<file path="src/rtl/uart_tx_scheduler.sv">
// Round-robin arbiter that shares one UART transmitter between NUM_REQ byte producers.
// It launches one frame at a time, watches busy/done, enforces an inter-frame gap and flags start timeouts.
module uart_tx_scheduler #(
    parameter int NUM_REQ       = 4,
    parameter int GAP_CYCLES    = 1,
    parameter int START_TIMEOUT = 4
) (
    input  logic                 clk,
    input  logic                 rst,
    input  logic                 en,
    input  logic [NUM_REQ-1:0]   req_valid,
    input  logic [NUM_REQ*8-1:0] req_data,
    output logic [NUM_REQ-1:0]   req_ready,
    output logic                 tx_en,
    output logic                 tx_start,
    output logic [7:0]           tx_data,
    input  logic                 tx_busy,
    input  logic                 tx_done,
    output logic [2:0]           grant_id,
    output logic                 active,
    output logic                 timeout_err,
    output logic [7:0]           err_count,
    output logic [15:0]          frame_count
);

    typedef enum logic [2:0] {
        S_IDLE      = 3'd0,
        S_LAUNCH    = 3'd1,
        S_WAIT_BUSY = 3'd2,
        S_WAIT_DONE = 3'd3,
        S_GAP       = 3'd4
    } state_t;

    localparam logic [2:0] LAST_IDX = 3'(NUM_REQ - 1);
    localparam logic [3:0] TO_LAST  = 4'(START_TIMEOUT - 1);
    // A zero gap still spends one cycle in GAP, so grants are never back-to-back.
    localparam logic [3:0] GAP_LAST = (GAP_CYCLES == 0) ? 4'd0 : 4'(GAP_CYCLES - 1);

    state_t               state_q, state_d;
    logic [2:0]           ptr_q, ptr_d;
    logic [3:0]           to_cnt_q, to_cnt_d;
    logic [3:0]           gap_cnt_q, gap_cnt_d;
    logic [NUM_REQ-1:0]   req_ready_q, req_ready_d;
    logic                 tx_en_q, tx_en_d;
    logic                 tx_start_q, tx_start_d;
    logic [7:0]           tx_data_q, tx_data_d;
    logic [2:0]           grant_id_q, grant_id_d;
    logic                 active_q, active_d;
    logic                 timeout_err_q, timeout_err_d;
    logic [7:0]           err_count_q, err_count_d;
    logic [15:0]          frame_count_q, frame_count_d;

    logic                 hi_found, lo_found;
    logic [2:0]           hi_idx, lo_idx, sel_idx;
    logic [NUM_REQ-1:0]   sel_onehot;
    logic [7:0]           sel_data;
    logic                 grant, timeout_hit, frame_done;

    // Lowest valid index at/above the pointer wins; otherwise the lowest valid index overall (wrap).
    always_comb begin
        hi_found = 1'b0;
        hi_idx   = 3'd0;
        lo_found = 1'b0;
        lo_idx   = 3'd0;
        for (int j = NUM_REQ - 1; j >= 0; j--) begin
            if (req_valid[j]) begin
                lo_found = 1'b1;
                lo_idx   = 3'(j);
                if (j >= int'(ptr_q)) begin
                    hi_found = 1'b1;
                    hi_idx   = 3'(j);
                end
            end
        end
    end

    assign sel_idx = hi_found ? hi_idx : lo_idx;

    always_comb begin
        sel_onehot = '0;
        sel_data   = 8'd0;
        for (int j = 0; j < NUM_REQ; j++) begin
            if (3'(j) == sel_idx) begin
                sel_onehot[j] = 1'b1;
                sel_data      = req_data[j*8 +: 8];
            end
        end
    end

    assign grant       = (state_q == S_IDLE) && en && lo_found;
    assign timeout_hit = (state_q == S_WAIT_BUSY) && !tx_done && !tx_busy && (to_cnt_q == TO_LAST);
    assign frame_done  = tx_done && ((state_q == S_WAIT_BUSY) || (state_q == S_WAIT_DONE));

    always_ff @(posedge clk or posedge rst) begin
        if (rst) begin
            state_q       <= S_IDLE;
            ptr_q         <= 3'd0;
            to_cnt_q      <= 4'd0;
            gap_cnt_q     <= 4'd0;
            req_ready_q   <= '0;
            tx_en_q       <= 1'b0;
            tx_start_q    <= 1'b0;
            tx_data_q     <= 8'd0;
            grant_id_q    <= 3'd0;
            active_q      <= 1'b0;
            timeout_err_q <= 1'b0;
            err_count_q   <= 8'd0;
            frame_count_q <= 16'd0;
        end else begin
            state_q       <= state_d;
            ptr_q         <= ptr_d;
            to_cnt_q      <= to_cnt_d;
            gap_cnt_q     <= gap_cnt_d;
            req_ready_q   <= req_ready_d;
            tx_en_q       <= tx_en_d;
            tx_start_q    <= tx_start_d;
            tx_data_q     <= tx_data_d;
            grant_id_q    <= grant_id_d;
            active_q      <= active_d;
            timeout_err_q <= timeout_err_d;
            err_count_q   <= err_count_d;
            frame_count_q <= frame_count_d;
        end
    end

    // Counters default to zero, so they are cleared on every state entry.
    always_comb begin
        state_d   = state_q;
        to_cnt_d  = 4'd0;
        gap_cnt_d = 4'd0;
        case (state_q)
            S_IDLE: begin
                if (grant) state_d = S_LAUNCH;
            end
            S_LAUNCH: begin
                state_d = S_WAIT_BUSY;
            end
            S_WAIT_BUSY: begin
                if (tx_done)                  state_d = S_GAP;
                else if (tx_busy)             state_d = S_WAIT_DONE;
                else if (to_cnt_q == TO_LAST) state_d = S_GAP;
                else                          to_cnt_d = to_cnt_q + 4'd1;
            end
            S_WAIT_DONE: begin
                if (tx_done) state_d = S_GAP;
            end
            S_GAP: begin
                if (gap_cnt_q == GAP_LAST) state_d = S_IDLE;
                else                       gap_cnt_d = gap_cnt_q + 4'd1;
            end
            default: state_d = S_IDLE;
        endcase
    end

    always_comb begin
        req_ready_d   = '0;
        tx_en_d       = en;
        tx_start_d    = (state_q == S_LAUNCH);
        tx_data_d     = tx_data_q;
        grant_id_d    = grant_id_q;
        ptr_d         = ptr_q;
        active_d      = (state_d != S_IDLE);
        timeout_err_d = timeout_hit;
        err_count_d   = err_count_q;
        frame_count_d = frame_count_q;
        if (grant) begin
            req_ready_d = sel_onehot;
            tx_data_d   = sel_data;
            grant_id_d  = sel_idx;
            ptr_d       = (sel_idx == LAST_IDX) ? 3'd0 : sel_idx + 3'd1;
        end
        if (timeout_hit && (err_count_q != 8'hFF)) err_count_d = err_count_q + 8'd1;
        if (frame_done) frame_count_d = frame_count_q + 16'd1;
    end

    assign req_ready   = req_ready_q;
    assign tx_en       = tx_en_q;
    assign tx_start    = tx_start_q;
    assign tx_data     = tx_data_q;
    assign grant_id    = grant_id_q;
    assign active      = active_q;
    assign timeout_err = timeout_err_q;
    assign err_count   = err_count_q;
    assign frame_count = frame_count_q;

endmodule
</file>
<file path="config.mk">
export PLATFORM = sky130hd
export DESIGN_NAME = uart_tx_scheduler
export DESIGN_NICKNAME = d
export VERILOG_FILES = /design/src/rtl/uart_tx_scheduler.sv
export SDC_FILE = /design/constraint.sdc
export NUM_CORES = 1
export LEC_CHECK = 0
export ABC_CLOCK_PERIOD_IN_PS = 3000
export BUFFER_PORTS_ARGS = -buffer_cell sky130_fd_sc_hd__buf_2
export CORE_ASPECT_RATIO = 0.5
export CORE_UTILIZATION = 51
export DETAILED_ROUTE_END_ITERATION = 10
export PLACE_DENSITY_LB_ADDON = 0.05
export SKIP_CTS_REPAIR_TIMING = 1
export SYNTH_ARGS = -nofsm -noshare
export SYNTH_HDL_FRONTEND = slang
export SYNTH_SLANG_ARGS = --single-unit
</file>
<file path="constraint.sdc">
create_clock -name clk -period 3 [get_ports clk]
set_input_delay 0.3 -clock clk [delete_from_list [all_inputs] [get_ports clk]]
set_output_delay 0.3 -clock clk [all_outputs]
set_load 0.01 [all_outputs]
</file>
* After elaboration in Yosys (flattened, before gate mapping) *
Index checks and enable logic that the tools add are counted.
W data, S select, Z words.

cells by class
  eq/ne operators = 10
  mux-type cells = 48
  magnitude comparators = 4
  $add $sub $neg = 5
  reduce and logical (&&, ||, !) cells = 14

operators by type and width
  operator                 count
  $mux W3                  17
  $mux W8                  4
  $mux W4                  7
  $add A16 B1 Y16 const B  1
  $mux W1                  16
  $pmux W3 S5              1
  $eq A3 B2 Y1 const B     3
  $add A4 B1 Y4 const B    2
  $add A8 B1 Y8 const B    1
  $ne A8 B8 Y1 const B     1
  $logic_and A1 B1 Y1      7
  $eq A2 B3 Y1 const A     2
  $ge A1 B3 Y1 const A     2
  $ge A2 B3 Y1 const A     2
  $logic_not A3 Y1         2
  $mux W2                  3
  $eq A4 B2 Y1 const B     1
  $logic_not A4 Y1         1
  $add A3 B1 Y3 const B    1
  $eq A1 B3 Y1 const A     1
  $eq A3 B1 Y1 const B     1
  $eq A3 B3 Y1 const B     1
  $reduce_bool A3 Y1       1
  $logic_not A1 Y1         2
  $logic_or A1 B1 Y1       1

storage, ports and cells
  word-level logic and storage cells = 94
  output and inout bits = 43
  flip-flop bits (word level) = 57
  bits of input ports = 41

* Logic depth before layout (Yosys ltp) *
  depth in word-level cells = 15
  gate-level depth with buffers = 11

* Least setup slack after synthesis *
Ideal clock, no wire load.

  path kind = flip-flop to flip-flop
  start = reg ptr_q[1]
  end = reg tx_data_q[6] (netlist: tx_data[6])
  path slack = 0.879 ns
  arrival = 1.995 ns
  period minus slack after synthesis = 2.121 ns
  cell stages (with the launch flop) = 12
  buffers on the path = 2
  setup time = 0.126 ns
  cell sequence = dfrtp_1 > nand2b_1 > a21oi_1 > nor3_1 > inv_1 > ha_1 > clkbuf_1 > clkbuf_1 > a21oi_1 > o21ai_0 > a22oi_1 > a21oi_1

on the way
  word-level cells in the longest chain between the ends = 15
  elaborated cells on any way between the ends = 29
  classes of those cells = order compare: 4; eq/ne: 3; mux: 21; reduce/logical: 1

ends and longest elaborated chain
  element                             RTL line  RTL
  start, declared                     40        logic [2:0] ptr_q, ptr_d;
  start signal, assigned              111       ptr_q <= ptr_d;
  $ge A2 B3 Y1                        69        if (j >= int'(ptr_q)) begin
  $mux W2 or $mux W1 (tied branches)  69
  $mux W2 or $mux W1 (tied branches)  66        if (req_valid[j]) begin
  $mux W3 or $mux W1 (tied branches)  69
  $mux W3 or $mux W1 (tied branches)  66
  $mux W3 or $mux W1 (tied branches)  69
  $mux W3 or $mux W1 (tied branches)  66
  $mux W3 or $mux W1 (tied branches)  69
  $mux W3 or $mux W1 (tied branches)  66
  $mux W3 *                           77        assign sel_idx = hi_found ? hi_idx : lo_idx;
  via sel_idx[0]                      54        logic [2:0] hi_idx, lo_idx, sel_idx;
  $logic_not A3 Y1                    83        if (3'(j) == sel_idx) begin
  $mux W8 (3 in a row)                83
  $mux W8 *                           83
  end signal, assigned                117       tx_data_q <= tx_data_d;
  end, declared                       46        logic [7:0] tx_data_q, tx_data_d;

Mark *: on every way through the listed nets, which the timed path passes. The rest lies on a longest branch.
A chain may end at the register's enable or synchronous reset.

* Worst setup path in the final report *
  start = reg ptr_q[1]
  end = reg tx_data_q[1] (netlist: tx_data[1])

The elaborated chain is that of the path after synthesis.

==> flow_summary_export.csv <==
group,metric,value,unit
yosys,synth_largest_type_area_fraction,50.8,%
setup_path,regToRegEndpoint,"tx_data[1]$_DFFE_PP0P_",
cells_and_area,antenna-diode-count,0,
yosys,synth_largest_area_cell,"sky130_fd_sc_hd__dfrtp_1",
timing,grt_setup_unrepaired,"no",
worst_hold_path,min-delay-path-class,"in2reg",
floorplan,ioPinCount,84,
setup_path,start_kind,"register",
yosys,synth_cells,259,
global_routing,grt_antenna_before_repair,0,
timing,hold_violations,0,
setup_path,reg2regPathDepth,9,
timing,max_slew_margin,45.9,%
setup_path,reg2reg_from,"ptr_q[1]$_DFFE_PP0P_",
setup_path,critPathTopFamily,"compound AO/OA/AOI/OAI gates",
placement,pre_cts_slack,365,ps
cts,clock_sink_count,55,
setup_path,path_class,"reg2reg",
cells_and_area,final_net_count,391,
yosys,ys_seq_area_share,50.8,%
global_routing,track_usage,20.4,%
routing,avgViaCountPerCell,5.20,
global_routing,grt_first_pass_wirelength,8.69,mm
cts,cts-buffers-inserted,5,
cts,clock_path_buffers,2,
global_routing,first_global_vias,1965,
yosys,total_of_flip_flops_plus_latches_after_synthesis,55,
placement,detailed_place_hpwl,4.05,mm
floorplan,die-width,105,um
power,static-leakage-power,1.71,nW
timing,layout_worst_path_cycle_share,90.9,%
setup_path,critical_path.cell_chain,"nand2b_1 > nor2_1 > a211oi_1 > inv_1 > ha_1 > nor2b_1 > a221oi_1 > a211o_1 > a31oi_1",
yosys,post_syn_nets,309,
cells_and_area,final-instance-count-excl-fill,412,
yosys,post_synth_instance_area,2710,sq um
yosys,postSynth.topFlopCell,"sky130_fd_sc_hd__dfrtp_1",
flow_run,drv_cap,0,
cells_and_area,layout-drive-gt1-share,31.0,%
yosys,synth_edf_count,0,
routing,wl_met2,2.45,mm
setup_path,critical_path_required,3230,ps
yosys,yosys.cell_count.top_type,"sky130_fd_sc_hd__dfrtp_1",
timing,maxClockFrequency,367,MHz
setup_path,timing.critical_path.arrival,2960,ps
routing,detail_route.iter0.violations,66,
timing,timing.final.ws_setup,274,ps
routing,met3WireLength,337,um
routing,routedLengthMet1,2.66,mm
routing,detailed_route_wl,5.50,mm
floorplan,core.rowCount,18,
run_status,run_status,"finished, final reports clean",
setup_path,worst-path-max-fanout,11,
routing,top_layer,"met4",
placement,placement.io_buffers,82,
timing,finalSetupViolations,0,
worst_hold_path,hold-path-endpoint,"tx_en$_DFF_PP0_",
routing,route.detailed.drc,0,
cts,tritoncts,"yes",
timing,setup_tns,0,ps
yosys,synth_common_cells,"sky130_fd_sc_hd__dfrtp_1 (55), sky130_fd_sc_hd__nor2_1 (23), sky130_fd_sc_hd__nand2_1 (20)",
cts,clock-root-buffer,"sky130_fd_sc_hd__clkbuf_8",
setup_path,crit_path_max_incr_delay,480,ps
yosys,ys_async_sr_fraction,100,%
global_routing,grt_max_degree,40,
worst_hold_path,min-delay-start,"en",
floorplan,core_area,5020,sq um
floorplan,die_y,53.5,um
routing,post_drt_wl_per_cell,13.4,um
setup_path,endpoint_kind,"register",
timing,period_minus_slack,2730,ps
routing,via_count,2141,
floorplan,floorplan.initialDensity,53.9,%
placement,routabilityCongestion,0.780,
timing,worst_slew_pin_slew,810,ps
cts,clk-insertion-delay-late,320,ps
yosys,yosysWarnings,0,
yosys,synth_cell_type_count,45,
timing,final.setup_skew,14.7,ps
routing,drtAntennaViolNets,0,
yosys,synth_top_cells_by_area,"sky130_fd_sc_hd__dfrtp_1 (51%), sky130_fd_sc_hd__xor2_1 (4.5%), sky130_fd_sc_hd__ha_1 (4.2%)",
setup_path,worst-r2r-setup-slack,270,ps
cts,cts.reportedPaths.clkPinSlew,100,ps
setup_path,worst_path_max_delay_cell,"sky130_fd_sc_hd__a211oi_1",
power,cellPowerDensity,705,nW/um^2
worst_hold_path,hold_path_depth,1,
cells_and_area,area_overhead_vs_synth,20.7,%
cts,cts-htree-levels,2,
placement,dp_cells,404,
floorplan,die-area,5620,sq um
power,peakVddDrop,0.439,mV
power,report.power.total,2.30,mW
timing,finalMaxSlewViolations,0,
yosys,synthesis.area_per_instance,10.5,sq um
setup_path,critical_path.n_buffers_inverters,1,
routing,detail_route.first_pass.iterations,4,
global_routing,grt_overflow_total,0,
==> layout by cell type (no fill, tap or decap), types with 3 or more instances in the layout <==
master,count
sky130_fd_sc_hd__a211o_1,7
sky130_fd_sc_hd__a21oi_1,9
sky130_fd_sc_hd__a221oi_1,7
sky130_fd_sc_hd__a31oi_1,8
sky130_fd_sc_hd__and2_1,5
sky130_fd_sc_hd__and3_1,5
sky130_fd_sc_hd__buf_2,82
sky130_fd_sc_hd__clkbuf_8,5
sky130_fd_sc_hd__dfrtp_1,55
sky130_fd_sc_hd__ha_1,9
sky130_fd_sc_hd__inv_1,16
sky130_fd_sc_hd__mux2_2,4
sky130_fd_sc_hd__nand2_1,20
sky130_fd_sc_hd__nand2b_1,5
sky130_fd_sc_hd__nand3_1,12
sky130_fd_sc_hd__nand4_1,3
sky130_fd_sc_hd__nor2_1,23
sky130_fd_sc_hd__nor3_1,6
sky130_fd_sc_hd__nor3b_1,3
sky130_fd_sc_hd__o21ai_0,3
sky130_fd_sc_hd__xnor2_1,10
sky130_fd_sc_hd__xor2_1,14
==> power breakdown <==
part	switching, mW	total, mW	leakage (nW)	internal, mW
registers	0.136	1.04	0.722	0.900
clock network	0.260	0.428	0.0418	0.169
logic	0.456	0.840	0.947	0.384
==> how the worst max path moves through the flow <==
stage | startpoint | to | slack (ps) | cells after the start
after global placement | ptr_q[1]$_DFFE_PP0P_ | tx_data[5]$_DFFE_PP0P_ | 450 | 9
after global routing | ptr_q[1]$_DFFE_PP0P_ | tx_data[3]$_DFFE_PP0P_ | 110 | 9
after CTS | ptr_q[1]$_DFFE_PP0P_ | tx_data[3]$_DFFE_PP0P_ | 320 | 9
after floorplan | ptr_q[1]$_DFFE_PP0P_ | tx_data[6]$_DFFE_PP0P_ | 880 | 11
final | ptr_q[1]$_DFFE_PP0P_ | tx_data[1]$_DFFE_PP0P_ | 270 | 9
after detailed placement | ptr_q[1]$_DFFE_PP0P_ | tx_data[1]$_DFFE_PP0P_ | 360 | 9
==> metrics by stage <==
step                hold WS (ps)  utilization (%)  cell area [sq um]
global route                90.5             65.1               3270
floorplan                    331                -               2710
detailed placement           431             63.3               3180
CTS                         92.9             65.1               3270
global placement             427             63.3               3180
finish                       100             65.1               3270
==> sequential cells by signal, summed over array words and instances, names as in the netlist <==
| name | count |
|---|---|
| req_ready | 4 |
| state_q | 3 |
| timeout_err | 1 |
| tx_data | 8 |
| err_count | 8 |
| tx_en | 1 |
| grant_id | 2 |
| frame_count | 16 |
| active | 1 |
| gap_cnt_q | 4 |
| to_cnt_q | 4 |
| ptr_q | 2 |
| tx_start | 1 |
==> metal layers <==
metal,vias to the layer above,global-route usage [%]
met4,0,6.34
met2,82,34.9
met3,5,4.93
met1,994,26.3
li1,1060,-
met5,-,0
==> cells by family after synthesis <==
logic type | after synthesis | share of synthesized area (%)
DFF | 55 | 50.8
adders and majority gates | 9 | 4.16
muxes | 5 | 2.08
AOI/OAI and AO/OA | 40 | 10.4
and+or+nand+nor | 99 | 20.7
buffers and inverters | 26 | 3.88
other | 1 | 0.138
xor gates and xnor gates | 24 | 7.76
==> layout make-up <==
| type | count | area, sq um |
|---|---|---|
| timing repair buffer | 84 | 425 |
| clock inverter | 2 | 16.3 |
| fill | 432 | 1750 |
| clock buffer | 6 | 72.6 |
| tap | 70 | 87.6 |
| sequential | 55 | 1380 |
| inverter | 17 | 63.8 |
| multi-input combinational | 178 | 1230 |
(Power assumes the default switching activity.)
